**src/rtl/fetch_pkg.sv**
```systemverilog
// Shared fetch-unit types and constants: FSM state encoding, halt opcode, bytes per instruction.
package fetch_pkg;

  typedef enum logic [1:0] {
    IDLE,
    RD_HI,
    RD_LO
  } fetch_state_e;

  localparam logic [15:0] HALT_OPCODE = 16'hFFFF;
  localparam int unsigned INSTR_BYTES = 2;

endpackage

```
**src/rtl/fetch_fifo.sv**
```systemverilog
// Instruction buffer: DEPTH x W entries, synchronous push/pop, occupancy count and flush.
module fetch_fifo #(
  parameter int unsigned W     = 24,
  parameter int unsigned DEPTH = 2
) (
  input  logic                     clock,
  input  logic                     reset,
  input  logic                     flush,
  input  logic                     push,
  input  logic [W-1:0]             push_data,
  input  logic                     pop,
  output logic [W-1:0]             pop_data,
  output logic [$clog2(DEPTH):0]   count
);

  localparam int unsigned AW = $clog2(DEPTH);

  logic [W-1:0]  mem [DEPTH];
  logic [AW-1:0] wr_ptr;
  logic [AW-1:0] rd_ptr;
  logic          do_push;
  logic          do_pop;

  assign do_pop   = pop && (count != '0);
  assign do_push  = push && ((count != (AW+1)'(DEPTH)) || do_pop);
  // Empty buffer presents zero so a flushed or reset unit shows instr=0.
  assign pop_data = (count == '0) ? '0 : mem[rd_ptr];

  always_ff @(posedge clock) begin
    if (do_push) mem[wr_ptr] <= push_data;
  end

  always_ff @(posedge clock or posedge reset) begin
    if (reset) begin
      wr_ptr <= '0;
      rd_ptr <= '0;
      count  <= '0;
    end else if (flush) begin
      wr_ptr <= '0;
      rd_ptr <= '0;
      count  <= '0;
    end else begin
      if (do_push) wr_ptr <= wr_ptr + 1'b1;
      if (do_pop)  rd_ptr <= rd_ptr + 1'b1;
      case ({do_push, do_pop})
        2'b10:   count <= count + 1'b1;
        2'b01:   count <= count - 1'b1;
        default: ;
      endcase
    end
  end

endmodule

```
**src/rtl/instr_fetch_unit.sv**
```systemverilog
// Byte-wise instruction fetch: FSM, PC and {hi,lo} assembly feeding fetch_fifo.
// Optional halt-on-0xFFFF behaviour is enabled by defining FETCH_HALT_EN.
module instr_fetch_unit
  import fetch_pkg::*;
#(
  parameter int unsigned ADDR_W  = 8,
  parameter int unsigned INSTR_W = 16,
  parameter int unsigned DEPTH   = 2
) (
  input  logic               clock,
  input  logic               reset,
  input  logic               run,
  output logic               mem_rd_en,
  output logic [ADDR_W-1:0]  mem_addr,
  input  logic [7:0]         mem_rdata,
  input  logic               redirect,
  input  logic [ADDR_W-1:0]  redirect_addr,
  output logic [INSTR_W-1:0] instr,
  output logic [ADDR_W-1:0]  instr_pc,
  output logic               instr_valid,
  input  logic               instr_ready,
  output logic               halted
);

  localparam int unsigned CW = $clog2(DEPTH) + 1;
  localparam int unsigned FW = ADDR_W + INSTR_W;

  fetch_state_e       state, state_nxt;
  logic [ADDR_W-1:0]  pc;
  logic [ADDR_W-1:0]  tag_pc;
  logic [7:0]         hi_byte;
  logic               hi_due;
  logic               lo_due;
  logic               inflight;
  logic               issue_hi;
  logic               issue_lo;
  logic               fetch_ok;
  logic               pop;
  logic               space;
  logic [CW-1:0]      count;
  logic [CW:0]        occ;
  logic [INSTR_W-1:0] assembled;
  logic [FW-1:0]      head;

  assign assembled   = {hi_byte, mem_rdata};
  assign instr_valid = (count != '0);
  assign pop         = instr_valid && instr_ready;
  assign instr_pc    = head[FW-1 -: ADDR_W];
  assign instr       = head[INSTR_W-1:0];

  // A pop this cycle already frees a slot, so fetch resumes one cycle after the pop.
  assign occ   = {1'b0, count} + (CW+1)'(inflight) - (CW+1)'(pop);
  assign space = occ < (CW+1)'(DEPTH);

`ifdef FETCH_HALT_EN
  logic halt_seen;
  logic halt_push;

  // Gate the next read combinationally so nothing is fetched past the halt opcode.
  assign halt_push = lo_due && (assembled == HALT_OPCODE);
  assign fetch_ok  = run && !halt_seen && !halt_push;

  always_ff @(posedge clock or posedge reset) begin
    if (reset) begin
      halt_seen <= 1'b0;
      halted    <= 1'b0;
    end else if (redirect) begin
      halt_seen <= 1'b0;
      halted    <= 1'b0;
    end else begin
      if (halt_push) halt_seen <= 1'b1;
      if (pop && halt_seen && (instr == HALT_OPCODE)) halted <= 1'b1;
    end
  end
`else
  assign fetch_ok = run;
  assign halted   = 1'b0;
`endif

  always_comb begin
    state_nxt = state;
    issue_hi  = 1'b0;
    issue_lo  = 1'b0;
    mem_addr  = pc;
    case (state)
      IDLE:  if (fetch_ok && space) state_nxt = RD_HI;
      RD_HI: begin
        if (fetch_ok) begin
          issue_hi  = 1'b1;
          state_nxt = RD_LO;
        end else begin
          state_nxt = IDLE;
        end
      end
      RD_LO: begin
        issue_lo  = 1'b1;
        mem_addr  = pc | ADDR_W'(1);
        state_nxt = (fetch_ok && space) ? RD_HI : IDLE;
      end
      default: state_nxt = IDLE;
    endcase
    if (redirect) begin
      issue_hi  = 1'b0;
      issue_lo  = 1'b0;
      state_nxt = IDLE;
    end
    mem_rd_en = issue_hi || issue_lo;
  end

  always_ff @(posedge clock or posedge reset) begin
    if (reset) begin
      state    <= IDLE;
      pc       <= '0;
      tag_pc   <= '0;
      hi_byte  <= '0;
      hi_due   <= 1'b0;
      lo_due   <= 1'b0;
      inflight <= 1'b0;
    end else if (redirect) begin
      state    <= IDLE;
      pc       <= redirect_addr & ~ADDR_W'(1);
      hi_byte  <= '0;
      hi_due   <= 1'b0;
      lo_due   <= 1'b0;
      inflight <= 1'b0;
    end else begin
      state  <= state_nxt;
      hi_due <= issue_hi;
      lo_due <= issue_lo;
      if (issue_hi) tag_pc  <= pc;
      if (hi_due)   hi_byte <= mem_rdata;
      if (issue_lo) pc      <= pc + ADDR_W'(INSTR_BYTES);
      if (issue_hi)    inflight <= 1'b1;
      else if (lo_due) inflight <= 1'b0;
    end
  end

  fetch_fifo #(
    .W     (FW),
    .DEPTH (DEPTH)
  ) u_fifo (
    .clock     (clock),
    .reset     (reset),
    .flush     (redirect),
    .push      (lo_due),
    .push_data ({tag_pc, assembled}),
    .pop       (pop),
    .pop_data  (head),
    .count     (count)
  );

endmodule

```
**config.mk**
```make
export PLATFORM = sky130hd
export DESIGN_NAME = instr_fetch_unit
export DESIGN_NICKNAME = d
export VERILOG_FILES = /design/src/rtl/fetch_pkg.sv /design/src/rtl/fetch_fifo.sv /design/src/rtl/instr_fetch_unit.sv
export SDC_FILE = /design/constraint.sdc
export NUM_CORES = 1
export LEC_CHECK = 0
export BUFFER_PORTS_ARGS = -buffer_cell sky130_fd_sc_hd__buf_2
export CAP_MARGIN = 10
export CORE_MARGIN = 2
export CORE_UTILIZATION = 62
export CTS_BUF_LIST = sky130_fd_sc_hd__clkbuf_2
export CTS_CLUSTER_DIAMETER = 50
export DETAILED_ROUTE_END_ITERATION = 10
export HOLD_SLACK_MARGIN = 0.08
export MAX_ROUTING_LAYER = met4
export PLACE_DENSITY = 0.87
export SETUP_SLACK_MARGIN = 0.05
export SLEW_MARGIN = 15
export SYNTH_ARGS = -nofsm -noshare
export SYNTH_HDL_FRONTEND = slang
export SYNTH_SLANG_ARGS = --single-unit
export TNS_END_PERCENT = 50
```
**constraint.sdc**
```tcl
create_clock -name clock -period 4.7 [get_ports clock]
set_input_delay 0.94 -clock clock [delete_from_list [all_inputs] [get_ports clock]]
set_output_delay 0.94 -clock clock [all_outputs]
set_load 0.01 [all_outputs]
```
==> metrics.txt, run 1 <==
# TYPE chip_impl_metric gauge
chip_impl_info{name="status",value="completed"} 1
chip_impl_info{name="ys_dominant_reg_cell",value="sky130_fd_sc_hd__edfxtp_1"} 1
chip_impl_info{name="ys_top_cells_by_area",value="sky130_fd_sc_hd__edfxtp_1 (43%), sky130_fd_sc_hd__dfrtp_1 (24%), sky130_fd_sc_hd__mux2i_1 (10%)"} 1
chip_impl_metric{name="critical_path_arrival",unit="ns"} 2.21
chip_impl_info{name="hp_class",value="register to register"} 1
chip_impl_metric{name="slew_viol_final",unit=""} 0
chip_impl_metric{name="diodes",unit=""} 0
chip_impl_metric{name="yosys_register_bits",unit=""} 77
chip_impl_info{name="cp-end-kind",value="primary output"} 1
chip_impl_metric{name="clk_path_buf_depth",unit=""} 2
chip_impl_metric{name="final_net_count",unit=""} 316
chip_impl_metric{name="peakVddDrop",unit="uV"} 198
chip_impl_metric{name="hold_fix_buffers_cts",unit=""} 0
chip_impl_info{name="worst_path_max_delay_cell",value="sky130_fd_sc_hd__buf_2"} 1
chip_impl_metric{name="worst_setup_hold_path_clk_slew",unit="ns"} 0.19
chip_impl_metric{name="cts_sinks",unit=""} 77
chip_impl_metric{name="final_hold_viol_count",unit=""} 0
chip_impl_metric{name="die_height",unit="um"} 75.9
chip_impl_metric{name="postPlaceCellArea",unit="sq um"} 3520
chip_impl_metric{name="post_cts_buffers",unit=""} 0
chip_impl_metric{name="area_delta_synth_final",unit="%"} 13.4
chip_impl_info{name="cp_common_cell",value="sky130_fd_sc_hd__buf_2"} 1
chip_impl_metric{name="detail_route.wirelength",unit="um"} 5320
chip_impl_metric{name="worst_skew_pair.late_latency",unit="ns"} 0.47
chip_impl_metric{name="synth-edff-count",unit=""} 46
chip_impl_metric{name="post_synth_and_or_nand_nor_area_fraction",unit="%"} 11.6
chip_impl_metric{name="achievable-frequency",unit="MHz"} 318
chip_impl_metric{name="numPortBuffers",unit=""} 52
chip_impl_metric{name="cts.repair.resized",unit=""} 0
chip_impl_info{name="path_cells",value="buf_2 > nor2_1 > and2_2 > or2_2 > buf_2"} 1
chip_impl_metric{name="die_x",unit="um"} 75.9
chip_impl_metric{name="ys_types",unit=""} 39
chip_impl_metric{name="gp_congestion",unit=""} 0.753
chip_impl_info{name="ctsRootBufferMaster",value="sky130_fd_sc_hd__clkbuf_2"} 1
chip_impl_metric{name="share_of_the_synthesized_area_in_compound_gates_ao_oa_aoi_oai",unit="%"} 3.09
chip_impl_metric{name="grt.total_usage",unit="%"} 21.0
chip_impl_info{name="tritoncts",value="yes"} 1
chip_impl_metric{name="initial_antenna_violation_count",unit=""} 0
chip_impl_metric{name="drt-initial-drc-count",unit=""} 126
chip_impl_metric{name="finalWorstPathRequiredPeriod",unit="ns"} 3.15
chip_impl_metric{name="cap_violations",unit=""} 0
chip_impl_metric{name="syn_area",unit="sq um"} 3200
chip_impl_metric{name="avgViaCountPerCell",unit=""} 5.26
chip_impl_metric{name="initial_core_util",unit="%"} 63.5
chip_impl_metric{name="grt_pass1_vias",unit=""} 1821
chip_impl_metric{name="slew_headroom",unit="%"} 41.1
chip_impl_info{name="synth_most_common_cell",value="sky130_fd_sc_hd__edfxtp_1"} 1
chip_impl_info{name="grt_setup_unrepaired",value="false"} 1
chip_impl_metric{name="core_area",unit="sq um"} 5040
chip_impl_metric{name="design.portCount",unit=""} 56
chip_impl_metric{name="final.setup.tns",unit="ns"} 0
chip_impl_info{name="yosysTopAreaCell",value="sky130_fd_sc_hd__edfxtp_1"} 1
chip_impl_metric{name="antenna_nets_post_route",unit=""} 0
chip_impl_metric{name="cts_max_level",unit=""} 3
chip_impl_metric{name="synth_area_per_cell",unit="sq um"} 13.6
chip_impl_metric{name="post_synth_mux_area_share",unit="%"} 12.5
chip_impl_info{name="cp_delay_by_family_top",value="simple AND/OR/NAND/NOR gates"} 1
chip_impl_metric{name="dr_total_vias",unit=""} 1929
chip_impl_metric{name="setup_skew",unit="ns"} 0.0282
chip_impl_metric{name="layout.filler_cells",unit=""} 359
chip_impl_metric{name="fp.dieArea",unit="sq um"} 5750
chip_impl_metric{name="drt_pass1_iterations",unit=""} 4
chip_impl_metric{name="transition_time_of_the_tightest_slew_check_pin",unit="ns"} 0.883
chip_impl_metric{name="synth-adder-area-share",unit="%"} 1.41
chip_impl_metric{name="drc",unit=""} 0
chip_impl_metric{name="static-leakage-power",unit="nW"} 1.50
chip_impl_metric{name="synth.top_cell.area_share",unit="%"} 43.2
chip_impl_metric{name="post_synthesis_share_of_cell_area_spent_on_xor_and_xnor_gates",unit="%"} 1.09
chip_impl_metric{name="placementRows",unit=""} 26
chip_impl_metric{name="timing.final.setup_violations",unit=""} 0
chip_impl_metric{name="timing.critical_path.buf_inv",unit=""} 2
chip_impl_info{name="timing.setup.critical_path_class",value="input port to primary output"} 1
chip_impl_metric{name="async_reset_ff_share",unit="%"} 40.3
chip_impl_info{name="startpoint_type",value="input port"} 1
chip_impl_metric{name="detailed_place_hpwl",unit="um"} 3580
chip_impl_metric{name="power.density_cell_area",unit="nW/um^2"} 329
chip_impl_metric{name="wire_length_of_the_first_global_routing_pass",unit="um"} 8400
chip_impl_metric{name="tritoncts.num_buffers",unit=""} 9
chip_impl_metric{name="cp.required",unit="ns"} 3.76
chip_impl_metric{name="period_share",unit="%"} 66.9
chip_impl_info{name="largest_family_of_logic_cells_by_synthesized_area",value="multiplexers"} 1
chip_impl_info{name="synth.cells.most_frequent",value="sky130_fd_sc_hd__edfxtp_1 (46), sky130_fd_sc_hd__nor2_1 (39), sky130_fd_sc_hd__mux2i_1 (32)"} 1
chip_impl_metric{name="routed_len_inst",unit="um"} 14.5
chip_impl_metric{name="yosysSeqAreaShare",unit="%"} 67.4
chip_impl_metric{name="synth-warning-count",unit=""} 0
chip_impl_metric{name="global_route.overflow_total",unit=""} 0
chip_impl_metric{name="pin_count_of_the_biggest_net_entering_global_routing",unit=""} 35
chip_impl_metric{name="drive_gt1_share",unit="%"} 27.9
chip_impl_metric{name="critPathMaxFanout",unit=""} 34
chip_impl_metric{name="crit_path_max_incr_delay",unit="ns"} 0.47
chip_impl_metric{name="synthCells",unit=""} 236
chip_impl_metric{name="postLayoutCellArea",unit="sq um"} 3630
==> power breakdown <==
part           switching (W)  internal (W)  leakage (nW)
logic              0.0000402     0.0000383         0.595
registers          0.0000276      0.000754         0.827
clock network       0.000204      0.000130        0.0736
==> cell families (layout without fill, tap and decap cells) <==
kind of cell,after synthesis,in the layout
compound gates,16,16
xor+xnor,4,4
fa+ha+maj,3,3
buf+inv,20,80
flops,77,77
mux,39,39
other cells,1,2
simple gates,76,76
==> per-stage QoR <==
stage               hold WS, ns  utilization (%)  cells  setup slack [ns]  total power [W]
floorplan                 0.438                -    237              2.19         0.000839
global route              0.494             72.0    367              1.42          0.00124
detailed placement        0.454             69.8    351              1.54         0.000875
global placement          0.444             69.8    351              1.62         0.000866
CTS                       0.474             71.9    367              1.53          0.00120
finish                    0.485             72.0    367              1.55          0.00119
==> final cells by class <==
type / instances / area, sq um / area share, %
Sequential cell: 77 / 2160 / 59.4
Timing Repair Buffer: 55 / 283 / 7.79
Clock buffer: 13 / 65.1 / 1.79
Tap cell: 70 / 87.6 / 2.41
Inverter: 9 / 33.8 / 0.931
Clock inverter: 3 / 38.8 / 1.07
Multi-Input combinational cell: 140 / 963 / 26.6
==> final timing paths <==
check | startpoint | end | cells after the start | slack, ns
setup / recovery | redirect | mem_rd_en | 5 | 1.55
hold / removal | hi_byte[6]$_DFFE_PP0P_ | u_fifo.mem[1][14]$_DFFE_PP_ | 0 | 0.49
setup reg to reg | u_fifo.count[1]$_DFFE_PP0P_ | state[0]$_DFFE_PP0P_ | 7 | 2.61
hold reg to reg | hi_byte[6]$_DFFE_PP0P_ | u_fifo.mem[1][14]$_DFFE_PP_ | 0 | 0.49
max in group asynchronous | reset | hi_byte[6]$_DFFE_PP0P_ | 3 | 3.89
min in group asynchronous | reset | hi_byte[2]$_DFFE_PP0P_ | 3 | 0.50
==> layout by cell type, fill, tap and decap left out, drive strengths merged, types with 2 or more instances in the layout <==
master | Yosys | final
ha | 2 | 2
edfxtp | 46 | 46
nor3 | 3 | 3
nand3 | 6 | 6
nand2b | 5 | 5
nor2 | 39 | 39
dfrtp | 31 | 31
nand2 | 9 | 9
or4 | 2 | 2
clkinv | 0 | 2
a21oi | 4 | 4
o21ai | 7 | 7
mux2i | 32 | 32
xor2 | 3 | 3
conb | 1 | 2
nor2b | 3 | 3
and2 | 2 | 2
clkbuf | 3 | 13
inv | 9 | 9
buf | 8 | 55
mux2 | 7 | 7
==> routing by layer <==
metal / share of wire, % / GRT usage, %
met1: 44 / 26.2
met5: 0 / -
met2: 50 / 33.2
met3: 4.3 / 3.70
met4: 1.2 / 10.5
==> registers in the layout, summed over array words and instances (netlist names) <==
signal and cells:
hi_byte 8, hi_due 1, inflight 1, lo_due 1
pc 7, state 2, tag_pc 7, u_fifo.count 2
u_fifo.mem 46, u_fifo.rd_ptr 1, u_fifo.wr_ptr 1
No activity file was read; power rests on OpenSTA's default activity.
==> inputs of run 2 (changes only) <==
- CORE_UTILIZATION: 62 -> 52
- PLACE_DENSITY: 0.87 -> 0.78
- clock period: 4.7 -> 2.7 ns (I/O delays scaled with it)
==> run 2 against run 1 <==
- clock power up 130%
- critical path depth shrank 1
- clock skew shrank 0.016 ns
- worst hold slack got worse by 0.24 ns
- wire length shrank 0.92%
- first-iteration DRC count is 0.79% lower
- non-clock buffer count grew 4
- setup slack got worse by 1.2 ns
- via count rose by 0.88%
- sequential power increased by 74%
- final cell count is 2.5% higher
- critical path type is now register to primary output
- highest routed layer unchanged
==> metrics.txt, run 2 (synthesis gave the netlist of run 1 again) <==
# TYPE chip_impl_metric gauge
chip_impl_info{name="status",value="completed"} 1
chip_impl_metric{name="reg2reg_slack",unit="ns"} 0.68
chip_impl_metric{name="utilization",unit="%"} 63.0
chip_impl_info{name="most_common_library_cell_in_the_layout_ignoring_fill_and_taps",value="sky130_fd_sc_hd__buf_2"} 1
chip_impl_metric{name="die_height",unit="um"} 82.5
chip_impl_info{name="cp-end-kind",value="primary output"} 1
chip_impl_metric{name="gp_congestion",unit=""} 0.753
chip_impl_metric{name="core_area",unit="sq um"} 5920
chip_impl_metric{name="static-leakage-power",unit="nW"} 1.54
chip_impl_metric{name="achievable-frequency",unit="MHz"} 418
chip_impl_metric{name="detail_route.wirelength",unit="um"} 5270
chip_impl_metric{name="grt.total_usage",unit="%"} 17.8
chip_impl_metric{name="post_cts_buffers",unit=""} 0
chip_impl_metric{name="pin_count_of_the_biggest_net_entering_global_routing",unit=""} 32
chip_impl_info{name="grt_setup_unrepaired",value="false"} 1
chip_impl_metric{name="worst_skew_pair.late_latency",unit="ns"} 0.47
chip_impl_metric{name="cts_sinks",unit=""} 77
chip_impl_metric{name="placementRows",unit=""} 28
chip_impl_info{name="worst_path_max_delay_cell",value="sky130_fd_sc_hd__dfrtp_1"} 1
chip_impl_metric{name="slew_viol_final",unit=""} 0
chip_impl_metric{name="power.density_cell_area",unit="nW/um^2"} 607
chip_impl_metric{name="drive_gt1_share",unit="%"} 28.6
chip_impl_metric{name="wire_length_of_the_first_global_routing_pass",unit="um"} 8500
chip_impl_metric{name="drt_pass1_iterations",unit=""} 4
chip_impl_metric{name="initial_core_util",unit="%"} 54.1
chip_impl_info{name="hp_class",value="input port to register"} 1
chip_impl_metric{name="setup_skew",unit="ns"} 0.0127
chip_impl_metric{name="finalWorstPathRequiredPeriod",unit="ns"} 2.39
chip_impl_metric{name="fp.dieArea",unit="sq um"} 6800
chip_impl_metric{name="count_of_cells_along_the_worst_register_to_register_path",unit=""} 7
chip_impl_metric{name="holdPathStages",unit=""} 1
chip_impl_metric{name="avgViaCountPerCell",unit=""} 5.18
chip_impl_metric{name="detailed_place_hpwl",unit="um"} 3530
chip_impl_info{name="reg2reg_to",value="state[0]$_DFFE_PP0P_"} 1
chip_impl_info{name="largest-register",value="u_fifo.mem"} 1
chip_impl_metric{name="final_hold_viol_count",unit=""} 0
chip_impl_metric{name="grt_pass1_vias",unit=""} 1814
chip_impl_metric{name="numPortBuffers",unit=""} 52
chip_impl_metric{name="diodes",unit=""} 0
chip_impl_info{name="worstHoldEndpoint",value="u_fifo.mem[0][0]$_DFFE_PP_"} 1
chip_impl_info{name="hold_path.startpoint",value="mem_rdata[0]"} 1
chip_impl_metric{name="critical_path_arrival",unit="ns"} 1.85
chip_impl_info{name="most-common-layout-cells",value="sky130_fd_sc_hd__buf_2 (52), sky130_fd_sc_hd__edfxtp_1 (46), sky130_fd_sc_hd__nor2_1 (38), sky130_fd_sc_hd__mux2i_1 (32), sky130_fd_sc_hd__dfrtp_1 (31)"} 1
chip_impl_info{name="startpoint_type",value="register"} 1
chip_impl_metric{name="peakVddDrop",unit="uV"} 266
chip_impl_metric{name="dr_total_vias",unit=""} 1946
chip_impl_metric{name="timing.final.setup_violations",unit=""} 0
chip_impl_info{name="timing.setup.critical_path_class",value="register to primary output"} 1
chip_impl_metric{name="critPathMaxFanout",unit=""} 16
chip_impl_metric{name="cp.required",unit="ns"} 2.16
chip_impl_info{name="regToRegStartpoint",value="u_fifo.count[1]$_DFFE_PP0P_"} 1
chip_impl_metric{name="tritoncts.num_buffers",unit=""} 9
chip_impl_metric{name="area_delta_synth_final",unit="%"} 16.5
chip_impl_metric{name="cts.repair.resized",unit=""} 0
chip_impl_metric{name="clk_path_buf_depth",unit=""} 2
chip_impl_metric{name="transition_time_of_the_tightest_slew_check_pin",unit="ns"} 0.667
chip_impl_metric{name="worst_setup_hold_path_clk_slew",unit="ns"} 0.20
chip_impl_info{name="path_cells",value="buf_12 > mux2i_1 > nor2_1 > buf_2"} 1
chip_impl_metric{name="final.setup.tns",unit="ns"} 0
chip_impl_metric{name="slew_headroom",unit="%"} 55.4
chip_impl_metric{name="initial_antenna_violation_count",unit=""} 0
chip_impl_metric{name="routed_len_inst",unit="um"} 14.0
chip_impl_metric{name="period_share",unit="%"} 88.7
chip_impl_metric{name="drc",unit=""} 0
chip_impl_metric{name="cts_max_level",unit=""} 3
chip_impl_metric{name="final_net_count",unit=""} 320
chip_impl_info{name="layout_top_registers",value="u_fifo.mem: 46 flops, hi_byte: 8 flops"} 1
chip_impl_metric{name="die_x",unit="um"} 82.5
chip_impl_metric{name="drt-initial-drc-count",unit=""} 125
chip_impl_metric{name="crit_path_max_incr_delay",unit="ns"} 0.71
chip_impl_metric{name="largest_register_ff_count",unit=""} 46
chip_impl_info{name="ctsRootBufferMaster",value="sky130_fd_sc_hd__clkbuf_2"} 1
chip_impl_metric{name="design.portCount",unit=""} 56
chip_impl_info{name="tritoncts",value="yes"} 1
chip_impl_metric{name="cap_violations",unit=""} 0
chip_impl_metric{name="global_route.overflow_total",unit=""} 0
chip_impl_metric{name="antenna_nets_post_route",unit=""} 0
run 2: changes by cell type in the layout (fill, tap and decap cells not counted):
cell and change:
sky130_fd_sc_hd__bufinv_16 +2, sky130_fd_sc_hd__buf_4 +2, sky130_fd_sc_hd__dlygate4sd3_1 +1, sky130_fd_sc_hd__buf_12 +1, sky130_fd_sc_hd__clkbuf_2 -2
run 2: layout make-up:
cell class / count / area, sq um
inverters: 9 / 33.8
flip-flops and latches: 77 / 2160
clock buffers: 11 / 55.1
well taps: 75 / 93.8
fillers: 489 / 2190
repair buffers: 59 / 328
clock inverters: 5 / 98.8
multi-input cells: 140 / 963
run 2: timing repair:
| action | 4_1_cts | 5_1_grt |
|---|---|---|
| endpoints found under the setup margin | 0 | 0 |
| endpoints found under the hold margin | 23 | 0 |
| hold buffers | 1 | 0 |
run 2: stage by stage:
stage                     hold slack (ns)  power [W]  setup WS (ns)  area [sq um]  std cells
after CTS                           0.203    0.00228          0.239          3720        376
final                               0.249    0.00227          0.306          3730        376
after detailed placement            0.456    0.00152          0.471          3560        359
after global routing                0.208    0.00236          0.174          3730        376
after floorplan                     0.438    0.00146          0.558          3200        237
after global placement              0.445    0.00151          0.489          3560        359
run 2: critical path, delay by kind of cell (launching register included):
family | cells | cell delay, ns
flip-flops | 1 | 0.71
AND/OR/NAND/NOR | 1 | 0.05
buffers and inverters | 2 | 0.38
multiplexers | 1 | 0.23
run 2: how the worst max path moves through the flow:
stage,start,to,slack [ns],cells past startpoint
final,u_fifo.rd_ptr$_DFFE_PP0P_,instr[13],0.31,4
after global routing,u_fifo.rd_ptr$_DFFE_PP0P_,instr[12],0.17,4
after floorplan,u_fifo.count[1]$_DFFE_PP0P_,u_fifo.mem[1][0]$_DFFE_PP_,0.56,3
after detailed placement,instr_ready,u_fifo.mem[1][21]$_DFFE_PP_,0.47,4
after global placement,instr_ready,u_fifo.mem[1][10]$_DFFE_PP_,0.49,4
after CTS,u_fifo.rd_ptr$_DFFE_PP0P_,instr[13],0.24,4
run 2: routing by layer:
metal,track usage [%],share of wire (%),vias to the layer above
met3,3.04,4.8,11
met4,9.50,2.0,0
met5,-,0,-
met2,27.1,48,54
li1,-,-,950
met1,23.0,45,931
run 2: where the power goes:
group / switching, W / internal (W) / total (W)
combinational: 0.0000687 / 0.0000698 / 0.000139
sequential: 0.0000444 / 0.00131 / 0.00136
clock: 0.000367 / 0.000403 / 0.000770
